## config.mk

```make
export PLATFORM = sky130hd
export DESIGN_NAME = fp_mul_round_pack
export DESIGN_NICKNAME = d
export VERILOG_FILES = /design/src/rtl/fp_mul_round_pack.sv
export SDC_FILE = /design/constraint.sdc
export NUM_CORES = 1
export LEC_CHECK = 0
export ABC_AREA = 1
export BUFFER_PORTS_ARGS = -buffer_cell sky130_fd_sc_hd__buf_2
export CAP_MARGIN = 5
export CORE_MARGIN = 8
export CORE_UTILIZATION = 55
export CTS_BUF_LIST = sky130_fd_sc_hd__clkbuf_8 sky130_fd_sc_hd__clkbuf_16
export DETAILED_ROUTE_END_ITERATION = 6
export PLACE_DENSITY_LB_ADDON = 0.05
export SYNTH_ARGS = -nofsm -noshare
export SYNTH_HDL_FRONTEND = slang
export SYNTH_SLANG_ARGS = --single-unit
```

## constraint.sdc

```tcl
create_clock -name clk -period 3.2 [get_ports clk]
set_input_delay 0.32 -clock clk [delete_from_list [all_inputs] [get_ports clk]]
set_output_delay 0.32 -clock clk [all_outputs]
set_load 0.05 [all_outputs]
```

## src/rtl/fp_mul_round_pack.sv

```systemverilog
// Back end of a binary32 multiplier: normalizes a 48-bit significand product,
// rounds to nearest-even and packs sign/exponent/fraction, with overflow/underflow flags.
module fp_mul_round_pack (
  input  logic        clk,
  input  logic        rst,
  input  logic        in_valid,
  output logic        in_ready,
  input  logic        in_sign,
  input  logic [8:0]  in_exp_sum,
  input  logic [47:0] in_mant,
  input  logic        in_zero,
  output logic        out_valid,
  input  logic        out_ready,
  output logic [31:0] out_result,
  output logic        out_ovf,
  output logic        out_unf
);

  localparam logic signed [10:0] BIAS    = 11'sd127;
  localparam logic signed [10:0] EXP_MAX = 11'sd255;

  typedef struct packed {
    logic               sign;
    logic               zero;
    logic signed [10:0] exp;
    logic [22:0]        frac;
    logic               guard;
    logic               sticky;
  } norm_t;

  norm_t s1_d;
  norm_t s1_q;
  logic  s1_valid;
  logic  s2_valid;
  logic  s2_ready;
  logic  s1_adv;
  logic  in_fire;

  // Handshake: S2 frees up when empty or drained; S1 can refill as it empties.
  assign s2_ready  = !s2_valid || out_ready;
  assign s1_adv    = s1_valid && s2_ready;
  assign in_ready  = !rst && (!s1_valid || s1_adv);
  assign in_fire   = in_valid && in_ready;
  assign out_valid = s2_valid;

  // S1: unbias the exponent and normalize the product to 1.f form.
  always_comb begin
    // NOTE: every field gets a default first so no path through the block can infer a latch.
    s1_d        = '0;
    s1_d.sign   = in_sign;
    s1_d.zero   = in_zero;
    s1_d.exp    = signed'({2'b00, in_exp_sum}) - BIAS;
    if (in_mant[47]) begin
      s1_d.exp    = s1_d.exp + 11'sd1;
      s1_d.frac   = in_mant[46:24];
      s1_d.guard  = in_mant[23];
      s1_d.sticky = |in_mant[22:0];
    end else begin
      s1_d.frac   = in_mant[45:23];
      s1_d.guard  = in_mant[22];
      s1_d.sticky = |in_mant[21:0];
    end
  end

  always_ff @(posedge clk) begin
    // NOTE: sequential state uses non-blocking assignments so every register samples pre-edge values.
    if (rst) begin
      s1_valid <= 1'b0;
    end else if (in_ready) begin
      s1_valid <= in_valid;
    end
  end

  // NOTE: the S1 payload is not reset; it is only observed when s1_valid is set.
  always_ff @(posedge clk) begin
    if (in_fire) begin
      s1_q <= s1_d;
    end
  end

  // S2: round to nearest-even, then classify against the exponent range.
  logic               round_up;
  logic               carry;
  logic [22:0]        frac_r;
  logic signed [10:0] exp_r;
  logic [31:0]        result_d;
  logic               ovf_d;
  logic               unf_d;

  always_comb begin
    round_up        = s1_q.guard && (s1_q.sticky || s1_q.frac[0]);
    {carry, frac_r} = {1'b0, s1_q.frac} + 24'(round_up);
    exp_r           = s1_q.exp + signed'({10'b0, carry});
    result_d        = {s1_q.sign, exp_r[7:0], frac_r};
    ovf_d           = 1'b0;
    unf_d           = 1'b0;
    if (s1_q.zero) begin
      result_d = {s1_q.sign, 31'b0};
    end else if (exp_r >= EXP_MAX) begin
      result_d = {s1_q.sign, 8'hFF, 23'b0};
      ovf_d    = 1'b1;
    end else if (exp_r <= 11'sd0) begin
      result_d = {s1_q.sign, 31'b0};
      unf_d    = 1'b1;
    end
  end

  // Result registers load only when S2 can accept, which holds them during a stall.
  always_ff @(posedge clk) begin
    if (rst) begin
      s2_valid   <= 1'b0;
      out_result <= '0;
      out_ovf    <= 1'b0;
      out_unf    <= 1'b0;
    end else if (s2_ready) begin
      s2_valid <= s1_valid;
      if (s1_valid) begin
        out_result <= result_d;
        out_ovf    <= ovf_d;
        out_unf    <= unf_d;
      end
    end
  end

endmodule

```

# == Yosys cells after proc, flatten, opt, wreduce, memory -nomap -nowiden ==
# Cells that the tools add are included.
# totals
mem_bits_rw,0
n_memories,0
elab_cells,40
inputBits,63
output_inout_bits,36
mem_bits_ro,0
reg_bits,74
latchBits,0
# op_classes
reduce_logical,13
n_eq_ne,0
n_shift,0
n_mul,0
n_bitwise,0
order_cmp,2
muxes,10
div_mod_pow,0
addsub,4
# ops
op,count
$mux W31,3
$mux W25,1
$add A23 B1 Y24,1
$reduce_or A23 Y1,1
$reduce_or A22 Y1,1
$add A10 B2 Y11 const B,1
$add A11 B2 Y11,1
$ge A11 B9 Y1 const B,1
$le A11 B1 Y1 const B,1
$mux W11,1
$sub A9 B7 Y10 const B,1
$mux W1,5
$logic_and A1 B1 Y1,4
$logic_not A1 Y1,3
$logic_or A1 B1 Y1,3
$reduce_and A2 Y1,1

# == Logic depth before layout (Yosys ltp) ==
# depth
ltp_word,8
mapped_depth,22
mapped_depth_nobuf,22

# == Worst setup path after synthesis ==
# No wires, ideal clock.
# synth_path
path_type,reg-to-reg
startpoint,"register s2_valid, in the netlist out_valid"
endpoint,register s1_q[0] (netlist bit) (enable)
t_required_ns,2.767
path_slack_ns,0.438
arrival_time_ns,2.328
setup_ns,0.433
n_path_buf,0
synth_period_minus_slack_ns,2.762
stages_incl_launch_ff,4
cell_sequence,dfxtp_1 > nand3_1 > nand2_1 > nor2_1
# synth_between
elab_chain_cells,6
# synth_lines
item,line,rtl
start: declaration,34,logic s2_valid;
start signal: assignment,116,s2_valid <= s1_valid;
$logic_not A1 Y1,40,assign s2_ready = !s2_valid || out_ready;
$logic_or A1 B1 Y1,40,
$logic_and A1 B1 Y1,41,assign s1_adv = s1_valid && s2_ready;
$logic_or A1 B1 Y1,42,assign in_ready = !rst && (!s1_valid || s1_adv);
$logic_and A1 B1 Y1,42,
$logic_and A1 B1 Y1,43,assign in_fire = in_valid && in_ready;
net in_fire,37,logic in_fire;
end signal: assignment,77,s1_q <= s1_d;
end: declaration,32,norm_t s1_q;
# The timed path passes the listed nets, and every way through them passes these cells.
# A chain may end at the register's enable or synchronous reset.

# == Final worst setup path ==
# layout_path
startpoint,register s1_q[7] (netlist bit)
endpoint,register out_result[0]
# layout_between
elab_chain_cells,6
elab_cells_between_ends,7
classes_between,add/sub: 2; order compare: 2; mux: 3
# layout_lines
item,line,rtl
$add A23 B1 Y24 (*),92,"{carry, frac_r} = {1'b0, s1_q.frac} + 24'(round_up);"
$add A11 B2 Y11 (*),93,"exp_r = s1_q.exp + signed'({10'b0, carry});"
$le A11 B1 Y1,102,end else if (exp_r <= 11'sd0) begin
$mux W31,102,
$mux W31 (*),99,end else if (exp_r >= EXP_MAX) begin
$mux W31 (*),97,if (s1_q.zero) begin
end signal: assignment,118,out_result <= result_d;
end: declaration,14,"output logic [31:0] out_result,"
# Every way passes the cells marked *; elsewhere a longest branch is shown, timed or not.

==> metrics.cfg <==
[routing]
routed_via_density=5.08
ant_nets=0
vias=4135
routed_wl_mm=10.7
firstDrtPassIters=5
remaining_drc_errors=0
wl_per_cell_um=13.1
drt-initial-drc-count=160

[logic_synthesis]
syn_area_per_cell_sq_um=7.24
synthDistinctLibCells=37
synth-compound-area-share_pct=7.40
synth-seq-cells=74
synthesis.area_sq_um=4380
yosys.area_share.adder_pct=2.29
syn-instance-count=605
yosysSeqAreaShare_pct=42.5
synth_top_area_share_pct=26.1
synth_xor_area_share_pct=4.00
yosysTopAreaCell=edfxtp_1
synthTopCellsByArea=edfxtp_1 (26%), dfxtp_1 (16%), nand2_1 (15%), nor2_1 (8.1%), inv_1 (6.2%)
synthMuxAreaShare_pct=0
synth_top_family_by_area=simple AND/OR/NAND/NOR gates
synth-warning-count=0
syn_nets=676
synthSimpleGateAreaFrac_pct=36.1

[timing]
timing.slew.headroom_pct=47.6
rsz0062_at_grt=no
fin_crit_sh_pct=90.0
setup_violations=0
worst_pin_slew_ps=784
hold_viol=0
finalCriticalPeriod_ps=2880
clock.fmax_mhz=347
fin_setup_tns_ps=0
slew_violations=0
skew_ps=11.8

[critical_path]
cp_common_cell=nor2_1
cp.required_ps=3410
r2r_start=s1_q[7]$_DFFE_PP_
crit_end=out_result[0]$_SDFFE_PP0P_
path_buf_inv=1
cp_cell_sequence=nand2_1, nor2_1, nand3_1, nor2_1, nand2_1, nor2_1, ha_1, ha_1, nand3_1, o21bai_1, nand2_1, nor2_1, nand3_2, nand2_4, nand2_4, inv_4, nor2_1, nor2_1, nor2_1
regToRegSetupSlack_ps=320
cp_slowest_cell=edfxtp_1
r2r_cells=19
path_class=register to register
critPathArrivalTime_ps=3090
rr_endpoint=out_result[0]$_SDFFE_PP0P_
cp_top_family=simple AND/OR/NAND/NOR gates
cp_slowest_stage_delay_ps=400
cp_max_fo=7
critPathLaunch=s1_q[7]$_DFFE_PP_
end_kind=register
crit_cells=19
start_kind=register

[grt]
grt_max_degree=39
grt_first_pass_wirelength_mm=18.4
grt_pass1_vias=4173
track_usage_pct=19.9
grt-ovfl-total=0
antenna_found_initial=0

[pwr]
pwr_density_cell_nw_per_um2=426
p_total_w=0.00224
p_sw_w=0.000542
switching_share_pct=24.1
p_comb_share_pct=12.7
power_frac_seq_pct=47.5
vdd_ir_drop_max_mv=0.207
clkPwrFrac_pct=39.8
p_leak_nw=2.53
internal_power_w=0.00170

[clocking]
clock_latency_ps=340
ctsHoldBuffers=0
cts_tree=yes
ctsResizeCount=0
cts_buffer_depth=2
root_buffer=clkbuf_8
htreeDepth=3
post_cts_buffers=0
clock_sinks=74
cts_made_buffers=9
clk_pin_slew_worst_paths_ps=70

[final_layout]
area_delta_synth_final_pct=20.3
drive_above_1_share_pct=19.8
fillers=690
diodes=0
utilization_pct=68.1
fin_nets=778

[hold_path]
min_path_type=input port to register
hold_start=in_zero
holdPathStages=1

[floorplan]
die-area_sq_um=11100
die_y_um=105
core_sq_um=7730
rows=32
io_pins=99
die_w_um=105
start_util_pct=56.7

[flow_run]
drv_cap=0

[outcome]
status=completed

[placed_design]
post-dp-hpwl_mm=8.72
io_buffer_count=98
gp_congestion=0.922

[cells by family (layout without fill, tap and decap cells)]
group | count (synthesis) | count (layout)
and+or+nand+nor | 357 | 357
buffers and inverters | 88 | 195
DFF | 74 | 74
AOI/OAI and AO/OA | 58 | 58
xor gates and xnor gates | 20 | 20
adders and majority gates | 8 | 8
[synthesized netlist by cell type, drive strengths merged]
master,number
dfxtp,36
o211ai,1
o211a,1
edfxtp,38
a21oi,26
o21ai,22
o21ba,1
nor3,6
or2,1
xor2,14
nor4,5
nand4,23
buf,2
o21a,4
o21bai,3
or3,1
ha,8
clkbuf,11
nand3b,4
inv,75
xnor2,6
and2,1
nand3,34
nand2,182
nor2,100
[cell usage in the layout (no fill, tap or decap), types with 16 or more instances in the layout]
cell type	n
a21oi_1	25
buf_2	98
dfxtp_1	36
edfxtp_1	38
inv_1	72
nand2_1	176
nand3_1	31
nand4_1	23
nor2_1	94
o21ai_0	16
[stage by stage]
stage	hold WS, ps	setup slack, ps	cell area (sq um)	instances
2_1_floorplan	419	438	4380	605
3_3_place_gp	449	471	4990	798
3_5_place_dp	453	350	4990	798
4_1_cts	155	325	5270	814
5_1_grt	138	18.4	5270	814
6_report	163	319	5270	814
[power by group through the flow]
stage               Combinational, W  Clock (W)  Sequential, W
floorplan                   0.000159          0        0.00111
global placement            0.000282          0        0.00108
detailed placement          0.000286          0        0.00109
CTS                         0.000287   0.000903        0.00106
global route                0.000322   0.000954        0.00107
finish                      0.000286   0.000893        0.00107
[worst min path at each step]
| stage | endpoint | slack (ps) |
|---|---|---|
| 2_1_floorplan | s1_q[36]$_DFFE_PP_ | 420 |
| 3_3_place_gp | out_ovf$_SDFFE_PP0P_ | 450 |
| 3_5_place_dp | out_result[17]$_SDFFE_PP0P_ | 450 |
| 4_1_cts | s1_q[36]$_DFFE_PP_ | 150 |
| 5_1_grt | s1_q[36]$_DFFE_PP_ | 140 |
| 6_report | s1_q[36]$_DFFE_PP_ | 160 |
[area by class of cell]
class,instances,area (sq um),area share [%]
Clock buffer,15,240,4.56
Clock inverter,1,30.0,0.570
Inverter,75,284,5.39
Multi-Input combinational cell,443,2190,41.5
Sequential cell,74,1860,35.4
Tap cell,102,128,2.42
Timing Repair Buffer,104,536,10.2
[routing by layer]
layer	up-vias	routed length, um	track usage, %
li1	2152	-	-
met1	1839	5150	25.1
met2	134	4680	32.0
met3	10	682	5.79
met4	0	138	6.12
met5	-	0	0
[state kept, by name, indices dropped and copies added (netlist names)]
| register | cells |
|---|---|
| s1_valid | 1 |
| out_valid | 1 |
| out_ovf | 1 |
| out_result | 32 |
| out_unf | 1 |
| s1_q | 38 |
(Power assumes the default switching activity.)
